## src/rtl/mux_pkg.sv

```systemverilog
// rtl/mux_pkg.sv - shared selects, default width and output-register states for stream_mux_2x1_arb
package mux_pkg;

  localparam logic SEL_A = 1'b0;
  localparam logic SEL_B = 1'b1;

  localparam int DATA_W_DEF = 8;

  typedef enum logic {
    EMPTY = 1'b0,
    FULL  = 1'b1
  } oreg_state_t;

endpackage

```

## src/rtl/rr_arb_2.sv

```systemverilog
// rtl/rr_arb_2.sv - two-requester round-robin arbiter, packet lock under STREAM_MUX_PKT_LOCK_EN
module rr_arb_2
  import mux_pkg::*;
#(
  parameter int INIT_PRIO = 0
) (
  input  logic       clk,
  input  logic       rst_n,
  input  logic [1:0] req,
  input  logic       advance,
`ifdef STREAM_MUX_PKT_LOCK_EN
  input  logic [1:0] last,
`endif
  output logic [1:0] grant
);

  localparam logic INIT_SEL = (INIT_PRIO != 0) ? SEL_B : SEL_A;

  logic prio;
  logic win;

`ifdef STREAM_MUX_PKT_LOCK_EN
  logic lock;
  logic lock_idx;
`endif

  // One-hot grant: a lone requester wins outright, a tie goes to prio.
  always_comb begin
    grant = 2'b00;
    if (req == 2'b11) begin
      grant = (prio == SEL_B) ? 2'b10 : 2'b01;
    end else begin
      grant = req;
    end
`ifdef STREAM_MUX_PKT_LOCK_EN
    // While a packet is open only its owner can be granted, even across gaps.
    if (lock) begin
      grant = (lock_idx == SEL_B) ? {req[SEL_B], 1'b0} : {1'b0, req[SEL_A]};
    end
`endif
  end

  assign win = grant[SEL_B];

  // Pointer (and lock) advance only on an accepted word; the winner drops to lower priority.
  always_ff @(posedge clk or negedge rst_n) begin
    if (!rst_n) begin
      prio <= INIT_SEL;
`ifdef STREAM_MUX_PKT_LOCK_EN
      lock     <= 1'b0;
      lock_idx <= SEL_A;
`endif
    end else if (advance) begin
`ifdef STREAM_MUX_PKT_LOCK_EN
      if (last[win]) begin
        prio <= ~win;
        lock <= 1'b0;
      end else begin
        lock     <= 1'b1;
        lock_idx <= win;
      end
`else
      prio <= ~win;
`endif
    end
  end

endmodule

```

## src/rtl/stream_mux_2x1_arb.sv

```systemverilog
// rtl/stream_mux_2x1_arb.sv - registered round-robin 2:1 stream mux; STREAM_MUX_PKT_LOCK_EN adds packet lock
module stream_mux_2x1_arb
  import mux_pkg::*;
#(
  parameter int DATA_W    = DATA_W_DEF,
  parameter int INIT_PRIO = 0
) (
  input  logic              clk,
  input  logic              rst_n,
  input  logic              a_valid,
  input  logic [DATA_W-1:0] a_data,
  output logic              a_ready,
  input  logic              b_valid,
  input  logic [DATA_W-1:0] b_data,
  output logic              b_ready,
`ifdef STREAM_MUX_PKT_LOCK_EN
  input  logic              a_last,
  input  logic              b_last,
  output logic              y_last,
`endif
  output logic              y_valid,
  output logic [DATA_W-1:0] y_data,
  output logic              y_sel,
  input  logic              y_ready
);

  oreg_state_t state;
  logic [1:0]  grant;
  logic        en;
  logic        load;

  rr_arb_2 #(
    .INIT_PRIO(INIT_PRIO)
  ) u_arb (
    .clk    (clk),
    .rst_n  (rst_n),
    .req    ({b_valid, a_valid}),
    .advance(load),
`ifdef STREAM_MUX_PKT_LOCK_EN
    .last   ({b_last, a_last}),
`endif
    .grant  (grant)
  );

  // Register can take a word when empty or being drained; nothing is accepted during reset.
  assign en      = rst_n && ((state == EMPTY) || y_ready);
  assign a_ready = en && grant[SEL_A];
  assign b_ready = en && grant[SEL_B];
  assign load    = en && (grant != 2'b00);
  assign y_valid = (state == FULL);

  // Output register FSM: load fills (or refills on drain), drain alone empties, stall holds.
  always_ff @(posedge clk or negedge rst_n) begin
    if (!rst_n) begin
      state  <= EMPTY;
      y_data <= '0;
      y_sel  <= SEL_A;
`ifdef STREAM_MUX_PKT_LOCK_EN
      y_last <= 1'b0;
`endif
    end else begin
      case (state)
        EMPTY: if (load) state <= FULL;
        FULL:  if (y_ready && !load) state <= EMPTY;
        default: state <= EMPTY;
      endcase
      if (load) begin
        y_sel  <= grant[SEL_B];
        y_data <= grant[SEL_B] ? b_data : a_data;
`ifdef STREAM_MUX_PKT_LOCK_EN
        y_last <= grant[SEL_B] ? b_last : a_last;
`endif
      end
    end
  end

endmodule

```

## config.mk

```make
export PLATFORM = sky130hd
export DESIGN_NAME = stream_mux_2x1_arb
export DESIGN_NICKNAME = d
export VERILOG_FILES = /design/src/rtl/mux_pkg.sv /design/src/rtl/rr_arb_2.sv /design/src/rtl/stream_mux_2x1_arb.sv
export SDC_FILE = /design/constraint.sdc
export NUM_CORES = 1
export LEC_CHECK = 0
export CAP_MARGIN = 20
export CORE_MARGIN = 2
export CORE_UTILIZATION = 40
export CTS_CLUSTER_DIAMETER = 200
export DETAILED_ROUTE_END_ITERATION = 8
export PLACE_DENSITY = 0.82
export REMOVE_ABC_BUFFERS = 1
export SYNTH_ARGS = -nofsm -noshare
export SYNTH_HDL_FRONTEND = slang
export SYNTH_SLANG_ARGS = --single-unit
export TNS_END_PERCENT = 30
```

## constraint.sdc

```tcl
create_clock -name clk -period 2.5 [get_ports clk]
set_input_delay 0.5 -clock clk [delete_from_list [all_inputs] [get_ports clk]]
set_output_delay 0.5 -clock clk [all_outputs]
set_load 0.01 [all_outputs]
```

Yosys cells after proc, flatten, opt, wreduce, memory -nomap -nowiden
Index checks and enable logic that the tools add are counted.
- equal/unequal tests: 1
- reduce and logical (&&, ||, !) cells: 8
- muxes and demuxes: 6
- bitwise logic cells: 2
- operators by type and width (cell ; number):
    $mux 8 ; 1
    $logic_and 1x1->1 ; 5
    $mux 2 ; 2
    $eq 2x2->1 const B ; 1
    $mux 1 ; 2
    $not 1->1 ; 2
    $pmux 1 s2 ; 1
    $reduce_bool 2->1 ; 1
    $logic_not 1->1 ; 1
    $logic_or 1x1->1 ; 1
- output and inout port bits: 12
- logic and storage cells: 21
- input bits: 21
- register bits: 11

Depth between registers and ports, before layout
Gate-level depths: netlist (run 1).
- depth after elaboration: 8
- depth in mapped cells: 4
- gate-level depth less buffers: 3

Cells and area by module
A second synthesis (run 1) with hierarchy kept.
- cell total of the unflattened synthesis: 41
- area, all modules: 558.0 µm²
- by module, submodules not included (module ; sequential area each (µm²) ; area each (µm²) ; times used ; cells an instance):
    stream_mux_2x1_arb ; 250.2 ; 501.7 ; 1 ; 35
    rr_arb_2 ; 25.0 ; 56.3 ; 1 ; 6

Least setup slack after synthesis (run 1)
Ideal clock, no wire load.
- kind: input-to-output
- start: input port a_valid
- end: output port b_ready
- arrival: 1.032 ns
- stages on the path: 3
- data required time: 2.000 ns
- setup slack: 0.968 ns
- buffers on the path: 1
- path through: nor2b_1 -> buf_4 -> nor3_1
- longest elaborated chain between the ends: 3
- RTL lines (item ; RTL line ; RTL):
    start: declaration ; stream_mux_2x1_arb.sv:10 ; input logic a_valid,
    $eq 2x2->1 ; rr_arb_2.sv:30 ; if (req == 2'b11) begin
    $mux 2 ; rr_arb_2.sv:30 ;
    $logic_and 1x1->1 ; stream_mux_2x1_arb.sv:48 ; assign b_ready = en && grant[SEL_B];
    end: declaration ; stream_mux_2x1_arb.sv:15 ; output logic b_ready,
Every way passes these cells.

Worst setup path in the final report (run 1)
- start: input port a_valid
- end: output port a_ready
- longest elaborated chain between the ends: 3
- RTL lines (item ; RTL line ; RTL):
    $eq 2x2->1 ; rr_arb_2.sv:30 ;
    $mux 2 * ; rr_arb_2.sv:30 ;
    $logic_and 1x1->1 * ; stream_mux_2x1_arb.sv:47 ; assign a_ready = en && grant[SEL_A];
    end: declaration ; stream_mux_2x1_arb.sv:12 ; output logic a_ready,
Every way passes the cells marked *; elsewhere a longest branch is shown, timed or not.

==> results of run 1 <==
flip-flops by register name (all words and copies together), names as in the netlist:
| name | cells |
|---|---|
| u_arb.prio | 1 |
| y_data | 8 |
| y_sel | 1 |
| y_valid | 1 |
path summary, 6_finish.rpt:
path / startpoint / to / slack (ps)
worst max-delay path: a_valid / a_ready / 90
worst min-delay path: u_arb.prio / u_arb.prio / 520
worst max register to register: u_arb.prio / y_data[6] / 1270
worst min register to register: u_arb.prio / u_arb.prio / 520
max in group asynchronous: rst_n / y_data[5] / 1760
min in group asynchronous: rst_n / y_valid / 560
cell families after synthesis:
kind of cell	synth area share
AOI/OAI and AO/OA	0.3987
DFF	0.4545
and+or+nand+nor	0.08265
buffers and inverters	0.06404
metrics by stage:
step	setup slack, ps	cells	hold WS [ps]	cell area (um2)
4_1_cts	92.12	98	517.5	968.4
3_3_place_gp	103.0	94	497.6	940.9
3_5_place_dp	90.53	94	494.9	940.9
6_report	92.32	98	520.3	968.4
5_1_grt	39.08	98	557.1	968.4
2_1_floorplan	861.7	42	204.4	570.5
layout make-up:
type | instances | area (um2) | share of cell area
clock buffers | 3 | 22.52 | 0.02326
clock inverters | 1 | 5.005 | 0.005168
inverters | 1 | 3.754 | 0.003876
multi-input cells | 30 | 291.5 | 0.3010
flip-flops and latches | 11 | 275.3 | 0.2842
well taps | 16 | 20.02 | 0.02067
repair buffers | 36 | 350.3 | 0.3618
cell usage in the layout, fill, tap and decap left out:
master,synthesis,final
o22a_1,1,1
o32ai_1,4,4
nor2b_1,1,1
a21bo_1,1,1
a2bb2oi_2,4,4
a2bb2oi_1,4,4
dfrtp_1,11,11
o21ai_0,1,1
clkinv_2,0,1
clkbuf_4,0,3
clkdlybuf4s50_1,0,32
nand2b_4,1,1
nor3_1,1,1
inv_2,1,1
and2_1,1,1
buf_4,1,4
nand2_1,2,2
o32ai_2,4,4
nor2_1,1,1
a31oi_1,2,2
o211a_1,1,1
and3_2,1,1
power breakdown:
group | switching [mW] | internal (mW)
combinational | 0.0889 | 0.145
clock | 0.0642 | 0.0593
sequential | 0.0241 | 0.213
total | 0.177 | 0.418
layer usage:
layer  global-route usage  routed length, um  share of wire
met1               0.2270                675           0.44
met2               0.3121                755           0.49
met3              0.05532                110          0.071
met4              0.05625                 10         0.0064
met5                    0                  0              0
==> run metrics, run 1 <==
final period utilization 0.9631; RSZ-0062 raised after global routing no; hold buffer count at CTS 0; Syn Inst Count 46; Nets 104; Worst path depth 4; worst vdd ir 0.3831 mV; DRT Pass-1 Iters 4; Buffers & Inverters on Critical Path 2; routability congestion estimate 0.8269; largest net degree at the start of global routing 17; CTS sink count 11; most common flop cell mapped by yosys dfrtp_1; Die Ht 42.91 um; gr ovfl total 0; status finished, final reports clean; Largest delay share family, worst path buffers and inverters; cell taking the most area after synthesis dfrtp_1; Total GRT Usage 0.1858; top cells by count, synth 11 x dfrtp_1, 4 x a2bb2oi_1, 4 x a2bb2oi_2, 4 x o32ai_1, 4 x o32ai_2; cts bufs inserted 3; Power Dens Cells 614.1 nW/um2; wire length of the first global-routing pass 2532 um; HPWL Detailed 1149 um; Post-synth EDFFs 0; Power Total 594.7 uW; die area 1841 um2; number of global-route vias before repair 552; f_max 415.3 MHz; max-slew violation count 0; final routed DRC violation total 0; insertion delay to the later sink of the worst-skew pair 270 ps; area fraction of the dominant cell type after synthesis 0.4545; number of inserted diodes 0; fillcell total 124; Final Util 0.6661; fin crit period 2408 ps; boundary pin count 33; Critical Path Source Type input pin; asr flop ratio synth 1.000; cell mode on critical path clkdlybuf4s50_1; Setup CP Type in -> out; Initial Util 0.4165; Synth cell types 21; CTS HTree Levels 1; Relative slew margins 0.7258; Root Buffer Master clkbuf_4; clk_skew 9.655 ps; Leak 0.3856 nW; core area 1454 um2; clk slew on worst S/H paths 80 ps; wire per inst 15.83 um; drt initial violations 13; worst slew pin tran 411.4 ps; CP required 2000 ps; TritonCTS clock tree done; number of synthesized register bits 11; CP endpoint kind primary output; layout cells sized above 1 0.2317; sequential share of the synthesized area 0.4545; die width 42.91 um; most common cell in the netlist dfrtp_1; max cap viols 0; Clock Path Buffers 2; Setup violations, final 0; post-CTS repair timing setup buffer count 0; Final ANT Viol Nets 0; Worst Hold Depth 1; cell area after synthesis 605.6 um2; Setup TNS Final 0 ps; worst-path fanout max 5; routed vias/inst 5.796; final wirelength 1551 um; HP Class reg -> reg; slowest CP cell clkdlybuf4s50_1; row count 14; Syn Area/Cell 13.16 um2; top post-synthesis cells by area dfrtp_1 45%, o32ai_2 11%, a2bb2oi_2 9.9%; Gates resized, CTS repair 0; worst-path cell chain clkdlybuf4s50_1 -> a21bo_1 -> nor2_1 -> clkdlybuf4s50_1; initial antenna violation count 0; port bufs 32; Yosys Warn Count 0; Area Growth Syn to Fin 59.92%; critical path's largest stage delay 550 ps; Via Count 568; CP arrival 1910 ps; path depth of the worst reg2reg path 4; Hold Fails Final Rpt 0
(Power assumes the default switching activity.)
==> run 2: changes to the inputs <==
--- a/config.mk
+++ b/config.mk
@@ -5,6 +5,7 @@
 export SDC_FILE = /design/constraint.sdc
 export NUM_CORES = 1
 export LEC_CHECK = 0
+export ABC_CLOCK_PERIOD_IN_PS = 2500
 export CAP_MARGIN = 20
 export CORE_MARGIN = 2
 export CORE_UTILIZATION = 40
==> results of run 2 <==
Final layout, timing and power as in run 1 (identical DEF).
